`config.mk`:
```
export PLATFORM = sky130hd
export DESIGN_NAME = uart_tx_mmio
export DESIGN_NICKNAME = d
export VERILOG_FILES = /design/src/rtl/uart_tx_mmio.sv
export SDC_FILE = /design/constraint.sdc
export NUM_CORES = 1
export LEC_CHECK = 0
export BUFFER_PORTS_ARGS = -buffer_cell sky130_fd_sc_hd__buf_2
export CAP_MARGIN = 0
export CORE_MARGIN = 1.5
export CORE_UTILIZATION = 40
export CTS_CLUSTER_SIZE = 40
export DETAILED_ROUTE_END_ITERATION = 8
export PLACE_DENSITY = 0.74
export SLEW_MARGIN = 20
export SYNTH_ARGS = -nofsm -noshare
export SYNTH_HDL_FRONTEND = slang
export SYNTH_SLANG_ARGS = --single-unit
```
`constraint.sdc`:
```
create_clock -name clk -period 5.3 [get_ports clk]
set_input_delay 0.53 -clock clk [delete_from_list [all_inputs] [get_ports clk]]
set_output_delay 0.53 -clock clk [all_outputs]
set_load 0.05 [all_outputs]
```
`src/rtl/uart_tx_mmio.sv`:
```
// Memory-mapped 8N1 UART transmitter: store-fed TX FIFO, programmable baud divisor,
// and data_mem-compatible sub-word loads of STATUS/DIVISOR.
module uart_tx_mmio #(
    parameter int FIFO_DEPTH = 8,
    parameter int DIV_RESET  = 868
) (
    input  logic        clk,
    input  logic        reset,
    input  logic        sel,
    input  logic        we,
    input  logic [2:0]  memType,
    input  logic [63:0] addr,
    input  logic [63:0] wd,
    output logic [63:0] rd,
    output logic        txd,
    output logic        tx_busy
);

    localparam int AW = $clog2(FIFO_DEPTH);
    localparam logic [AW-1:0] PTR_ONE  = {{(AW-1){1'b0}}, 1'b1};
    localparam logic [AW:0]   CNT_ONE  = {{AW{1'b0}}, 1'b1};
    localparam logic [AW:0]   CNT_FULL = FIFO_DEPTH[AW:0];

    typedef enum logic [1:0] {IDLE = 2'd0, START = 2'd1, DATA = 2'd2, STOP = 2'd3} txState_t;

    logic [7:0]    fifoMem [FIFO_DEPTH];
    logic [AW-1:0] wrPtr, rdPtr;
    logic [AW:0]   fifoCount;
    logic          overflow;
    logic [15:0]   divisor;

    txState_t      state, stateNext;
    logic [15:0]   baudCnt, baudNext;
    logic [15:0]   curDiv, curDivNext;
    logic [2:0]    bitIdx, bitNext;
    logic [7:0]    shiftReg, shiftNext;
    logic          txdNext;
    logic          popS;

    logic          wrEn, pushReq, pushAcc, pushDrop, fifoRoom;
    logic          fifoEmpty, fifoFull, bitEnd;
    logic [1:0]    regSel;
    logic [15:0]   divEff;
    logic [63:0]   regVal, shifted, rdLoad;
    logic          unusedOk;

    assign regSel    = addr[4:3];
    assign wrEn      = sel & we;
    assign fifoEmpty = (fifoCount == {(AW+1){1'b0}});
    assign fifoFull  = (fifoCount == CNT_FULL);
    // A pop in the same cycle frees a slot, so a full FIFO still accepts the push.
    assign fifoRoom  = !fifoFull || popS;
    assign pushReq   = wrEn && (regSel == 2'd0);
    assign pushAcc   = pushReq && fifoRoom;
    assign pushDrop  = pushReq && !fifoRoom;
    assign divEff    = (divisor == 16'd0) ? 16'd1 : divisor;
    assign bitEnd    = (baudCnt == (curDiv - 16'd1));
    assign tx_busy   = (state != IDLE) || !fifoEmpty;
    assign unusedOk  = ^{addr[63:5], wd[63:16]};

    // TX FIFO storage, pointers and occupancy count
    always_ff @(posedge clk or negedge reset) begin
        if (!reset) begin
            wrPtr     <= {AW{1'b0}};
            rdPtr     <= {AW{1'b0}};
            fifoCount <= {(AW+1){1'b0}};
            for (int i = 0; i < FIFO_DEPTH; i++) begin
                fifoMem[i] <= 8'h00;
            end
        end else begin
            if (pushAcc) begin
                fifoMem[wrPtr] <= wd[7:0];
                wrPtr          <= wrPtr + PTR_ONE;
            end
            if (popS) begin
                rdPtr <= rdPtr + PTR_ONE;
            end
            case ({pushAcc, popS})
                2'b10:   fifoCount <= fifoCount + CNT_ONE;
                2'b01:   fifoCount <= fifoCount - CNT_ONE;
                default: fifoCount <= fifoCount;
            endcase
        end
    end

    // Sticky overflow flag and baud divisor register
    always_ff @(posedge clk or negedge reset) begin
        if (!reset) begin
            overflow <= 1'b0;
            divisor  <= DIV_RESET[15:0];
        end else begin
            if (pushDrop) begin
                overflow <= 1'b1;
            end else if (wrEn && (regSel == 2'd1) && wd[2]) begin
                overflow <= 1'b0;
            end
            // Byte stores (B/BU) leave the divisor untouched.
            if (wrEn && (regSel == 2'd2) && (memType[1:0] != 2'b00)) begin
                divisor <= wd[15:0];
            end
        end
    end

    // Serialiser state register; txd is registered from the next-state view
    always_ff @(posedge clk or negedge reset) begin
        if (!reset) begin
            state    <= IDLE;
            baudCnt  <= 16'd0;
            curDiv   <= DIV_RESET[15:0];
            bitIdx   <= 3'd0;
            shiftReg <= 8'h00;
            txd      <= 1'b1;
        end else begin
            state    <= stateNext;
            baudCnt  <= baudNext;
            curDiv   <= curDivNext;
            bitIdx   <= bitNext;
            shiftReg <= shiftNext;
            txd      <= txdNext;
        end
    end

    // Serialiser next-state logic; the divisor is resampled at every bit boundary
    always_comb begin
        stateNext  = state;
        baudNext   = baudCnt;
        curDivNext = curDiv;
        bitNext    = bitIdx;
        shiftNext  = shiftReg;
        popS       = 1'b0;
        case (state)
            IDLE: begin
                if (!fifoEmpty) begin
                    popS       = 1'b1;
                    shiftNext  = fifoMem[rdPtr];
                    baudNext   = 16'd0;
                    curDivNext = divEff;
                    stateNext  = START;
                end else begin
                    stateNext  = IDLE;
                end
            end
            START: begin
                if (bitEnd) begin
                    baudNext   = 16'd0;
                    curDivNext = divEff;
                    bitNext    = 3'd0;
                    stateNext  = DATA;
                end else begin
                    baudNext   = baudCnt + 16'd1;
                end
            end
            DATA: begin
                if (bitEnd) begin
                    baudNext   = 16'd0;
                    curDivNext = divEff;
                    shiftNext  = {1'b0, shiftReg[7:1]};
                    bitNext    = bitIdx + 3'd1;
                    stateNext  = (bitIdx == 3'd7) ? STOP : DATA;
                end else begin
                    baudNext   = baudCnt + 16'd1;
                end
            end
            STOP: begin
                if (bitEnd) begin
                    baudNext   = 16'd0;
                    curDivNext = divEff;
                    if (!fifoEmpty) begin
                        popS      = 1'b1;
                        shiftNext = fifoMem[rdPtr];
                        stateNext = START;
                    end else begin
                        stateNext = IDLE;
                    end
                end else begin
                    baudNext   = baudCnt + 16'd1;
                end
            end
            default: begin
                stateNext = IDLE;
            end
        endcase
        case (stateNext)
            START:   txdNext = 1'b0;
            DATA:    txdNext = shiftNext[0];
            default: txdNext = 1'b1;
        endcase
    end

    // Load path: register select, byte shift, then data_mem-style extension
    always_comb begin
        case (regSel)
            2'd1:    regVal = {56'd0, 4'(fifoCount), 1'b0, overflow, fifoEmpty, fifoFull};
            2'd2:    regVal = {48'd0, divisor};
            default: regVal = 64'd0;
        endcase
        shifted = regVal >> {addr[2:0], 3'b000};
        case (memType)
            3'b000:  rdLoad = {{56{shifted[7]}}, shifted[7:0]};
            3'b001:  rdLoad = {{48{shifted[15]}}, shifted[15:0]};
            3'b010:  rdLoad = {{32{shifted[31]}}, shifted[31:0]};
            3'b011:  rdLoad = shifted;
            3'b100:  rdLoad = {56'd0, shifted[7:0]};
            3'b101:  rdLoad = {48'd0, shifted[15:0]};
            3'b110:  rdLoad = {32'd0, shifted[31:0]};
            default: rdLoad = 64'd0;
        endcase
        if (sel) begin
            rd = rdLoad;
        end else begin
            rd = 64'd0;
        end
    end

endmodule

```
==> out/qor.csv <==
stage,metric,value,unit
placed_design,globalplace.congestion,0.903,
cts,hold_buffers,0,
timing,final-setup-viol-count,0,
cts,cts.clk_slew.worst_paths,0.06,ns
timing,hold_viol,0,
timing,tightest_slew,0.979,ns
timing,period_needed,4.03,ns
cts,clock_sinks,137,
timing,setup-tns-final,0,ns
detailed_routing,wl,17.6,mm
detailed_routing,drt-initial-drc-count,307,
setup_path,cp_max_fo,13,
synth,yosys.area.top_type,dfrtp_1,
detailed_routing,vias,5581,
global_route,grt_pass1_wl,29.0,mm
placed_design,dp_hpwl,12.4,mm
outcome,outcome,"finished, final reports clean",
hold_path,holdCritPathClass,in -> async,
synth,synth_area,8000,µm²
cells_and_area,stdcell_count,1025,
global_route,grt_max_degree,95,
die,dieWidth,144,µm
die,start_util,41.0,%
global_route,grt_pass1_vias,5495,
job,timing.max_cap.violations,0,
synth,ys_warn_count,0,
synth,synth-edff-count,0,
synth,avgSynthCellArea,11.2,µm²
setup_path,cp.required,5.61,ns
cells_and_area,syn_to_final_growth,12.7,%
timing,final.period_utilization,76.1,%
synth,yosysSeqAreaShare,43.0,%
cts,post_cts_resized,0,
pwr,ir_drop,0.326,mV
pwr,power,4.86,mW
detailed_routing,viasPerCell,5.44,
cells_and_area,nets,900,
detailed_routing,drc,0,
timing,fin_worst_skew,0.0122,ns
setup_path,reg2reg_depth,12,
timing,timing.hold.ws,0.141,ns
global_route,grt-ovfl-total,0,
cts,clock_latency,0.43,ns
detailed_routing,wl_per_cell,17.2,µm
placed_design,io_buffers,93,
detailed_routing,ant_nets,0,
cts,cts_inserted_buffers,17,
cts,clockRootBuffer,clkbuf_16,
pwr,leakagePower,4.15,nW
detailed_routing,dr.pass1.iters,5,
synth,synth_cells,712,
cells_and_area,filler_cell_count,1817,
global_route,grt_use_total,18.2,%
cts,cts_tree,yes,
setup_path,critPathArrivalTime,4.34,ns
cells_and_area,final_cell_mix,"126 x dfrtp_1, 92 x buf_2, 72 x mux2_2",
timing,relSlewSlack,34.6,%
setup_path,worst_setup_path_end_kind,flop,
timing,fmaxAchievable,248,MHz
cts,clock_path_buffers,2,
synth,synth_ff_type,dfrtp_1,
synth,synth_seq_cells,137,
die,die_area,20900,µm²
cells_and_area,drive_gt1_share,35.7,%
timing,rsz0062_at_grt,no,
synth,ys_types,71,
setup_path,crit_type,reg -> reg,
cts,cts-htree-levels,4,
placed_design,place_inst,994,
setup_path,worstSetupStartpointType,flop,
global_route,antenna_found_initial,1,
synth,synth_fp_nets,863,
pwr,powerDensity,539,nW/µm²
timing,finalMaxSlewViolations,0,
synth,synth_top_area_share,39.4,%
die,design.core.area,19500,µm²
die,fp.dieH,144,µm
die,io_pins,201,
synth,synthArstFlopShare,100,%
die,rows,51,
cells_and_area,final_common_cell,dfrtp_1,
cts,postCtsSetupBuffers,0,
synth,synthTopCellsByArea,"dfrtp_1 39%, mux2_2 10%, mux2_4 4.5%, mux4_2 4.5%, buf_4 4.4%",
[flip-flops by register name (all words and copies together), names as in the netlist]
signal / flops
fifoCount: 4
overflow: 1
divisor: 16
fifoMem: 64
bitIdx: 3
txd: 1
shiftReg: 8
baudCnt: 16
state: 2
rdPtr: 3
wrPtr: 3
curDiv: 16
[kinds of logic (layout without fill, tap and decap cells)]
| kind of cell | count (synthesis) | after routing | synth area share, % |
|---|---|---|---|
| XOR/XNOR | 27 | 27 | 2.96 |
| buffers and inverters | 94 | 141 | 7.08 |
| flip-flops | 137 | 137 | 43.0 |
| AND/OR/NAND/NOR | 190 | 190 | 13.2 |
| multiplexers | 124 | 124 | 20.7 |
| other | 0 | 1 | 0 |
| adder cells (fa/ha/maj) | 16 | 16 | 2.50 |
| AO/OA/AOI/OAI | 124 | 124 | 10.5 |
[synthesized netlist by cell type, types with 8 or more instances]
master,instances
a21o_1,9
a21oi_1,13
a22o_1,8
a22oi_1,8
and3_1,14
buf_4,47
clkbuf_1,23
dfrtp_1,126
dfstp_2,11
ha_1,16
inv_1,12
mux2_2,72
mux2_4,24
mux2i_1,11
mux4_2,16
nand2_1,63
nor2_1,32
nor3_1,14
nor4_1,10
o21ai_0,46
xnor2_1,18
xor2_1,9
[through the flow]
step	instance area, µm²	setup WS [ns]	util (%)
finish	9010	1.27	46.2
global route	9010	0.960	46.1
detailed placement	8340	1.29	42.7
CTS	9000	1.26	46.1
floorplan	8010	0.625	-
global placement	8340	1.36	42.7
[worst max-delay path, stage by stage (launching register included)]
cell and delay (ns):
dfrtp_1 0.45, inv_1 0.09, ha_1 0.24, nor4b_4 0.47, nand4b_1 0.18, xnor2_1 0.29
o2111ai_1 0.22, nor3_4 0.28, a31oi_4 0.24, o31ai_2 0.28, buf_4 0.23, and4b_1 0.60
mux2_4 0.35
[area by class of cell]
cell class                      count  area (µm²)  share of cell area [%]
Clock inverter                     11         220                    2.44
Multi-Input combinational cell    481        4000                    44.4
Tap cell                          265         332                    3.68
Sequential cell                   137        3440                    38.2
Inverter                           12        45.0                   0.500
Timing Repair Buffer              100         528                    5.86
Clock buffer                       18         439                    4.87
Antenna cell                        1        2.50                  0.0278
[metal layers]
layer	vias to the layer above	wire [µm]	global-route usage [%]
li1	2616	-	-
met1	2833	8100	23.8
met2	113	8520	28.9
met3	19	742	4.80
met4	0	270	6.70
met5	-	0	0
[final timing paths]
kind	startpoint	endpoint	slack, ns
max in group asynchronous	reset	fifoMem[35]$_DFFE_PN0P_	4.07
max reg2reg	curDiv[0]$_DFFE_PN0P_	fifoMem[18]$_DFFE_PN0P_	1.27
max	curDiv[0]$_DFFE_PN0P_	fifoMem[18]$_DFFE_PN0P_	1.27
min in group clk	wd[9]	divisor[9]$_DFFE_PN1P_	0.34
min	reset	baudCnt[13]$_DFFE_PN0P_	0.14
min reg2reg	fifoMem[62]$_DFFE_PN0P_	fifoMem[62]$_DFFE_PN0P_	0.50
[report_power, final]
part | internal, mW | switching [mW] | total (mW)
clock network | 0.889 | 0.450 | 1.34
registers | 1.44 | 0.422 | 1.86
logic | 0.866 | 0.792 | 1.66
No activity file was read; power rests on OpenSTA's default activity.
